$ cat src/rtl/muldiv_unit_pkg.sv
// Shared definitions for the HI/LO multiply/divide unit: ALU op codes,
// FSM state encoding and op-class helpers.
package muldiv_unit_pkg;

   localparam logic [4:0] OPMULT  = 5'h10;
   localparam logic [4:0] OPMULTU = 5'h11;
   localparam logic [4:0] OPDIV   = 5'h12;
   localparam logic [4:0] OPDIVU  = 5'h13;
   localparam logic [4:0] OPMTHI  = 5'h14;
   localparam logic [4:0] OPMTLO  = 5'h15;
   localparam logic [4:0] OPMADD  = 5'h16;
   localparam logic [4:0] OPMADDU = 5'h17;
   localparam logic [4:0] OPMSUB  = 5'h18;
   localparam logic [4:0] OPMSUBU = 5'h19;

   typedef enum logic [1:0] {
      MD_IDLE = 2'd0,
      MD_CALC = 2'd1,
      MD_FIX  = 2'd2
   } md_state_t;

   function automatic logic isBaseMulDiv(input logic [4:0] op);
      return (op == OPMULT) || (op == OPMULTU) || (op == OPDIV) || (op == OPDIVU);
   endfunction

   function automatic logic isMaddOp(input logic [4:0] op);
      return (op == OPMADD) || (op == OPMADDU) || (op == OPMSUB) || (op == OPMSUBU);
   endfunction

   function automatic logic isSubOp(input logic [4:0] op);
      return (op == OPMSUB) || (op == OPMSUBU);
   endfunction

   function automatic logic isDivOp(input logic [4:0] op);
      return (op == OPDIV) || (op == OPDIVU);
   endfunction

   // Signed ops take operand magnitudes and fix the sign up at the end.
   function automatic logic isSignedOp(input logic [4:0] op);
      return (op == OPMULT) || (op == OPDIV) || (op == OPMADD) || (op == OPMSUB);
   endfunction

endpackage

$ cat src/rtl/muldiv_div_step.sv
// One restoring-division step: shift the next dividend bit into the partial
// remainder, subtract the divisor when it fits, and shift the quotient bit in.
module muldiv_div_step
   import muldiv_unit_pkg::*;
#(
   parameter int DATA_W = 32
) (
   input  logic [DATA_W-1:0] iRem,
   input  logic [DATA_W-1:0] iQuo,
   input  logic [DATA_W-1:0] iDivisor,
   output logic [DATA_W-1:0] oRem,
   output logic [DATA_W-1:0] oQuo
);

   logic [DATA_W:0]   shifted;
   logic [DATA_W-1:0] diff;

   // The remainder stays below the divisor, so the difference fits in DATA_W bits.
   always_comb begin
      shifted = {iRem, iQuo[DATA_W-1]};
      diff    = shifted[DATA_W-1:0] - iDivisor;
      if (shifted >= {1'b0, iDivisor}) begin
         oRem = diff;
         oQuo = {iQuo[DATA_W-2:0], 1'b1};
      end else begin
         oRem = shifted[DATA_W-1:0];
         oQuo = {iQuo[DATA_W-2:0], 1'b0};
      end
   end

endmodule

$ cat src/rtl/muldiv_unit.sv
// Iterative multiply/divide unit owning the architectural HI/LO pair.
// Define MULDIV_MADD_EN to enable MADD/MADDU/MSUB/MSUBU accumulation into HI/LO.
module muldiv_unit
   import muldiv_unit_pkg::*;
#(
   parameter int DATA_W = 32
) (
   input  logic              iCLK,
   input  logic              iRST,
   input  logic              iStart,
   input  logic [4:0]        iOp,
   input  logic [DATA_W-1:0] iA,
   input  logic [DATA_W-1:0] iB,
   output logic [DATA_W-1:0] oHI,
   output logic [DATA_W-1:0] oLO,
   output logic              oBusy,
   output logic              oDone,
   output logic              oDivByZero
);

`ifdef MULDIV_MADD_EN
   localparam bit MADD_EN = 1'b1;
`else
   localparam bit MADD_EN = 1'b0;
`endif

   localparam int                CNT_W     = $clog2(DATA_W + 1);
   localparam logic [CNT_W-1:0] LAST_STEP = CNT_W'(DATA_W - 1);

   md_state_t         stateQ, stateD;
   logic [CNT_W-1:0]  cntQ;
   logic [4:0]        opQ;
   logic              signAQ, signBQ;
   logic [DATA_W-1:0] aAbsQ, bAbsQ;
   logic [DATA_W-1:0] accHiQ, accLoQ;
   logic [DATA_W-1:0] hiQ, loQ;

   logic              opAccepted;
   logic              latchEn, stepEn, fixEn, mtHiEn, mtLoEn;

   assign opAccepted = isBaseMulDiv(iOp) || (MADD_EN && isMaddOp(iOp));

   // ---------------- FSM: state register ----------------
   always_ff @(posedge iCLK or posedge iRST) begin
      if (iRST) stateQ <= MD_IDLE;
      else      stateQ <= stateD;
   end

   // ---------------- FSM: next state ----------------
   always_comb begin
      stateD = stateQ;
      case (stateQ)
         MD_IDLE: if (iStart && opAccepted) stateD = MD_CALC;
         MD_CALC: if (cntQ == LAST_STEP)    stateD = MD_FIX;
         MD_FIX:                            stateD = MD_IDLE;
         default:                           stateD = MD_IDLE;
      endcase
   end

   // ---------------- FSM: outputs ----------------
   always_comb begin
      oBusy   = (stateQ != MD_IDLE);
      latchEn = (stateQ == MD_IDLE) && iStart && opAccepted;
      mtHiEn  = (stateQ == MD_IDLE) && iStart && (iOp == OPMTHI);
      mtLoEn  = (stateQ == MD_IDLE) && iStart && (iOp == OPMTLO);
      stepEn  = (stateQ == MD_CALC);
      fixEn   = (stateQ == MD_FIX);
   end

   // ---------------- operand conditioning ----------------
   logic              aNeg, bNeg;
   logic [DATA_W-1:0] aAbs, bAbs;

   always_comb begin
      aNeg = isSignedOp(iOp) && iA[DATA_W-1];
      bNeg = isSignedOp(iOp) && iB[DATA_W-1];
      aAbs = aNeg ? -iA : iA;
      bAbs = bNeg ? -iB : iB;
   end

   // ---------------- iteration step ----------------
   logic [DATA_W:0]   mulSum;
   logic [DATA_W-1:0] divRem, divQuo;

   // Right-shifting shift-add: multiplier sits in accLo, product grows into accHi.
   assign mulSum = {1'b0, accHiQ} + (accLoQ[0] ? {1'b0, aAbsQ} : '0);

   muldiv_div_step #(.DATA_W(DATA_W)) uDivStep (
      .iRem     (accHiQ),
      .iQuo     (accLoQ),
      .iDivisor (bAbsQ),
      .oRem     (divRem),
      .oQuo     (divQuo)
   );

   // ---------------- sign fix-up / result selection ----------------
   logic                negRes, divZero;
   logic [2*DATA_W-1:0] prodS, hiLoNext;
   logic [DATA_W-1:0]   quoS, remS, aRaw;

   always_comb begin
      negRes  = signAQ ^ signBQ;
      divZero = (bAbsQ == '0);
      prodS   = negRes ? -{accHiQ, accLoQ} : {accHiQ, accLoQ};
      quoS    = negRes ? -accLoQ : accLoQ;
      remS    = signAQ ? -accHiQ : accHiQ;
      aRaw    = signAQ ? -aAbsQ : aAbsQ;
      if (isDivOp(opQ)) begin
         hiLoNext = divZero ? {aRaw, {DATA_W{1'b1}}} : {remS, quoS};
      end else if (MADD_EN && isMaddOp(opQ)) begin
         hiLoNext = isSubOp(opQ) ? ({hiQ, loQ} - prodS) : ({hiQ, loQ} + prodS);
      end else begin
         hiLoNext = prodS;
      end
   end

   // ---------------- datapath registers ----------------
   always_ff @(posedge iCLK or posedge iRST) begin
      if (iRST) begin
         cntQ       <= '0;
         opQ        <= '0;
         signAQ     <= 1'b0;
         signBQ     <= 1'b0;
         aAbsQ      <= '0;
         bAbsQ      <= '0;
         accHiQ     <= '0;
         accLoQ     <= '0;
         hiQ        <= '0;
         loQ        <= '0;
         oDone      <= 1'b0;
         oDivByZero <= 1'b0;
      end else begin
         oDone      <= 1'b0;
         oDivByZero <= 1'b0;
         if (mtHiEn) hiQ <= iA;
         if (mtLoEn) loQ <= iA;
         if (latchEn) begin
            opQ    <= iOp;
            signAQ <= aNeg;
            signBQ <= bNeg;
            aAbsQ  <= aAbs;
            bAbsQ  <= bAbs;
            accHiQ <= '0;
            accLoQ <= isDivOp(iOp) ? aAbs : bAbs;
            cntQ   <= '0;
         end
         if (stepEn) begin
            cntQ <= cntQ + 1'b1;
            if (isDivOp(opQ)) begin
               accHiQ <= divRem;
               accLoQ <= divQuo;
            end else begin
               accHiQ <= mulSum[DATA_W:1];
               accLoQ <= {mulSum[0], accLoQ[DATA_W-1:1]};
            end
         end
         if (fixEn) begin
            hiQ        <= hiLoNext[2*DATA_W-1:DATA_W];
            loQ        <= hiLoNext[DATA_W-1:0];
            oDone      <= 1'b1;
            oDivByZero <= isDivOp(opQ) && divZero;
         end
      end
   end

   assign oHI = hiQ;
   assign oLO = loQ;

endmodule

$ cat config.mk
export PLATFORM = sky130hd
export DESIGN_NAME = muldiv_unit
export DESIGN_NICKNAME = d
export VERILOG_FILES = /design/src/rtl/muldiv_unit_pkg.sv /design/src/rtl/muldiv_div_step.sv /design/src/rtl/muldiv_unit.sv
export SDC_FILE = /design/constraint.sdc
export NUM_CORES = 1
export LEC_CHECK = 0
export ABC_CLOCK_PERIOD_IN_PS = 6300
export CORE_MARGIN = 8
export CORE_UTILIZATION = 56
export CTS_BUF_LIST = sky130_fd_sc_hd__clkbuf_2
export DETAILED_ROUTE_END_ITERATION = 16
export GPL_TIMING_DRIVEN = 0
export MAX_ROUTING_LAYER = met4
export PLACE_DENSITY = 0.8
export SYNTH_ARGS = -nofsm -noshare
export SYNTH_HDL_FRONTEND = slang
export SYNTH_SLANG_ARGS = --single-unit
$ cat constraint.sdc
create_clock -name iCLK -period 6.3 [get_ports iCLK]
set_input_delay 0.945 -clock iCLK [delete_from_list [all_inputs] [get_ports iCLK]]
set_output_delay 0.945 -clock iCLK [all_outputs]
set_load 0.01 [all_outputs]
==> results.py <==
metrics = {
    "timing": {
        "drv_slew": 0,
        "fin_setup_tns_ns": 0,
        "finalSetupViolCount": 0,
        "tightest_slew_ns": 1.26,
        "fin_crit_ns": 4.62,
        "whs_ns": 0.336,
        "finalWorstSetupSlack_ns": 1.68,
        "hold_viol": 0,
        "relSlewSlack": 0.155,
        "clock_skew_ns": 0.0881,
        "finalCritPeriodShare": 0.734,
        "max_freq_mhz": 216,
        "rsz0062_at_grt": "no",
    },
    "critical_path": {
        "critPathMaxFanout": 10,
        "crit_top_cell": "clkbuf_1",
        "crit_type": "flip-flop to flip-flop",
        "worstReg2RegEnd": "accHiQ[28]",
        "critPathMaxStageDelay_ns": 0.55,
        "reg2reg_slack_ns": 1.68,
        "cp-end-kind": "flip-flop",
        "slowest_stage": "clkbuf_1",
        "r2r-start": "accLoQ[0]",
        "reg2reg_depth": 15,
        "path_cells": "clkbuf_1 > clkbuf_1 > nand2_1 > inv_1 > ha_1 > a211oi_1 > o211ai_1 > a31oi_1 > o31ai_2 > a2111oi_0 > or3_1 > clkbuf_1 > mux2i_1 > nor2_1 > o31ai_1",
        "start_kind": "flip-flop",
        "critPathRequiredTime_ns": 7.19,
        "worst_ep_arrival_time_ns": 5.51,
    },
    "synthesis": {
        "syn_area_per_cell_um2": 7.81,
        "ys_seq_area_frac": 0.289,
        "ys_async_sr_fraction": 1.00,
        "syn_area_um2": 18000,
        "ys_ff_latch": 208,
        "synthFlopType": "dfrtp_1",
        "netlist_instances": 2308,
        "synth_edf_count": 0,
        "ys.warnings.count": 0,
        "ys_types": 90,
        "synth_nets": 2452,
    },
    "routing": {
        "drc": 0,
        "routedWlPerCell_um": 27.6,
        "vias": 20367,
        "dr.pass1.iters": 7,
        "drt-initial-drc-count": 2761,
        "via_per_inst": 6.89,
        "drtAntennaViolNets": 0,
        "wirelength_mm": 81.6,
    },
    "power": {
        "powerDensity_nw_per_um2": 538,
        "p_total_mw": 11.0,
        "ir_drop_v": 0.000249,
        "power.leakage_nw": 8.45,
    },
    "clocking": {
        "holdBufCountCts": 0,
        "cts_tree": "done",
        "numCtsBuffers": 56,
        "clockBufferDepth": 3,
        "cts.sinks": 208,
        "clock_latency_ns": 1.05,
        "htreeDepth": 2,
        "cts-root-buf": "clkbuf_2",
        "path_clk_slew_ns": 0.11,
        "post_cts_resized": 0,
        "post_cts_buffers": 0,
    },
    "global_route": {
        "grt_usage": 0.425,
        "grt_overflow": 0,
        "antenna_found_initial": 3,
        "busiest_layer": "met2",
        "grt_max_degree": 46,
        "use_met2": 0.609,
        "grt_pass1_wl_mm": 120,
        "met1_usage": 0.524,
        "met3_usage": 0.125,
        "grt_pass1_vias": 19065,
    },
    "final_layout": {
        "nNetsFinal": 2652,
        "drive_above_1_share": 0.0671,
        "area_growth_syn_to_layout_pct": 14.0,
        "final_cells": 2957,
        "nFillCells": 2799,
    },
    "placement": {
        "gp_congestion": 1.06,
        "place_inst": 2852,
        "port_buffers": 137,
        "dpl_worst_slack_ns": 1.77,
        "hpwlAfterDp_mm": 64.8,
    },
    "floorplanning": {
        "floorplan.die_area_um2": 38200,
        "ios": 139,
        "start_util": 0.570,
        "dieHeight_um": 195,
        "rows": 65,
        "die_w_um": 195,
        "fp.coreArea_um2": 31600,
    },
    "hold_path": {
        "hp-class": "primary input to flip-flop",
        "min_path_cells": 3,
        "hold_end": "oLO[12]",
        "min_from": "iA[12]",
    },
    "flow_run": {
        "cap_violations": 0,
    },
    "status": {
        "outcome": "finished clean",
    },
}
==> placed cells by master (no fill, tap or decap), types with 46 or more instances in the layout <==
cell type        synthesis  routed
and2_1                  50      50
clkbuf_1               139     139
inv_1                   74      73
xnor2_1                118     118
mux2i_1                 50      50
dfrtp_1                208     208
a21oi_1                171     171
xor2_1                 116     116
clkdlybuf4s50_1          0     137
o21ai_0                206     206
clkbuf_2                 1      87
nor2_1                 117     117
nand2_1                367     367
ha_1                    70      70
a21o_1                  46      46
nor3_1                  47      47
==> synthesized netlist by cell type (all sizes together), types with 7 or more instances <==
| master | number | area [µm²] |
|---|---|---|
| a21o | 46 | 345 |
| and3 | 13 | 81.3 |
| o21bai | 10 | 75.1 |
| a31oi | 37 | 231 |
| o21a | 14 | 105 |
| o31ai | 30 | 230 |
| a211oi | 24 | 180 |
| dfrtp | 208 | 5200 |
| nand4 | 15 | 93.8 |
| or2 | 7 | 43.8 |
| nor3 | 50 | 272 |
| o21ai | 215 | 1080 |
| xor2 | 116 | 1020 |
| o221ai | 8 | 70.1 |
| o41ai | 9 | 93.8 |
| ha | 70 | 876 |
| o211ai | 23 | 173 |
| and2 | 52 | 327 |
| mux2i | 50 | 500 |
| xnor2 | 118 | 1030 |
| a22oi | 7 | 52.6 |
| nand3 | 38 | 195 |
| or4 | 18 | 154 |
| a32oi | 32 | 280 |
| buf | 29 | 158 |
| nor2 | 117 | 439 |
| nor4 | 32 | 213 |
| a21oi | 171 | 856 |
| mux2 | 16 | 180 |
| or3 | 23 | 149 |
| clkbuf | 144 | 582 |
| nand2b | 15 | 93.8 |
| a311oi | 7 | 61.3 |
| nor2b | 10 | 62.6 |
| a221oi | 10 | 87.6 |
| o22ai | 17 | 106 |
| inv | 74 | 278 |
| nand2 | 368 | 1380 |
==> cells by family (layout without fill, tap and decap cells) <==
group	after synthesis	in the layout	share of synthesized area
AOI/OAI and AO/OA	698	698	0.243
xor gates and xnor gates	234	234	0.114
adders and majority gates	72	72	0.0508
buffers and inverters	247	486	0.0565
DFF	208	208	0.289
muxes	67	67	0.0390
other	0	8	0
and+or+nand+nor	782	782	0.208
==> power breakdown <==
| group | switching, mW | total [mW] | internal (mW) | leakage (nW) |
|---|---|---|---|---|
| Sequential | 0.768 | 2.60 | 1.83 | 2.51 |
| Combinational | 4.55 | 7.40 | 2.85 | 5.55 |
| Clock | 0.644 | 1.05 | 0.403 | 0.391 |
==> how the worst max path moves through the flow <==
stage	slack (ns)	endpoint	from
floorplan	2.65	aAbsQ[0]	iRST
global placement	1.01	bAbsQ[4]	iRST
detailed placement	1.77	accLoQ[25]	iA[10]
CTS	1.92	accHiQ[28]	accLoQ[0]
global route	1.49	accHiQ[28]	accLoQ[0]
finish	1.68	accHiQ[28]	accLoQ[0]
==> worst max-delay path: cells and delay by family, from the launching register on <==
kind	cells	cell delay (ns)
simple gates	3	0.44
compound gates	6	1.83
flops	1	0.34
mux	1	0.24
buf+inv	4	1.37
fa+ha+maj	1	0.24
==> per-layer routing <==
metal,vias to the layer above,wire [µm]
met5,-,0
met4,0,5910
met3,385,10600
met2,1583,34000
met1,9692,31000
li1,8707,-
==> sequential cells by signal, indices dropped and copies added (netlist names) <==
register / flops
stateQ: 2
oDone: 1
oLO: 32
accHiQ: 32
oHI: 32
accLoQ: 32
aAbsQ: 32
signAQ: 1
opQ: 4
cntQ: 6
oDivByZero: 1
bAbsQ: 32
signBQ: 1
==> per-stage QoR <==
step           instance area, µm²   util
2_1_floorplan               18000      -
6_report                    20500  0.649
3_5_place_dp                20000  0.632
5_1_grt                     20500  0.649
4_1_cts                     20500  0.648
3_3_place_gp                19900  0.629
==> layout make-up <==
class	instances	area (µm²)	share of cell area
diodes	8	20.0	0.000975
flip-flops and latches	208	5200	0.254
repair buffers	142	1480	0.0720
clock buffers	86	430	0.0210
plain buffers	173	739	0.0360
inverters	74	282	0.0137
clock inverters	11	77.6	0.00378
well taps	402	503	0.0245
multi-input cells	1853	11800	0.575
Power figures use the tool's default switching activity.
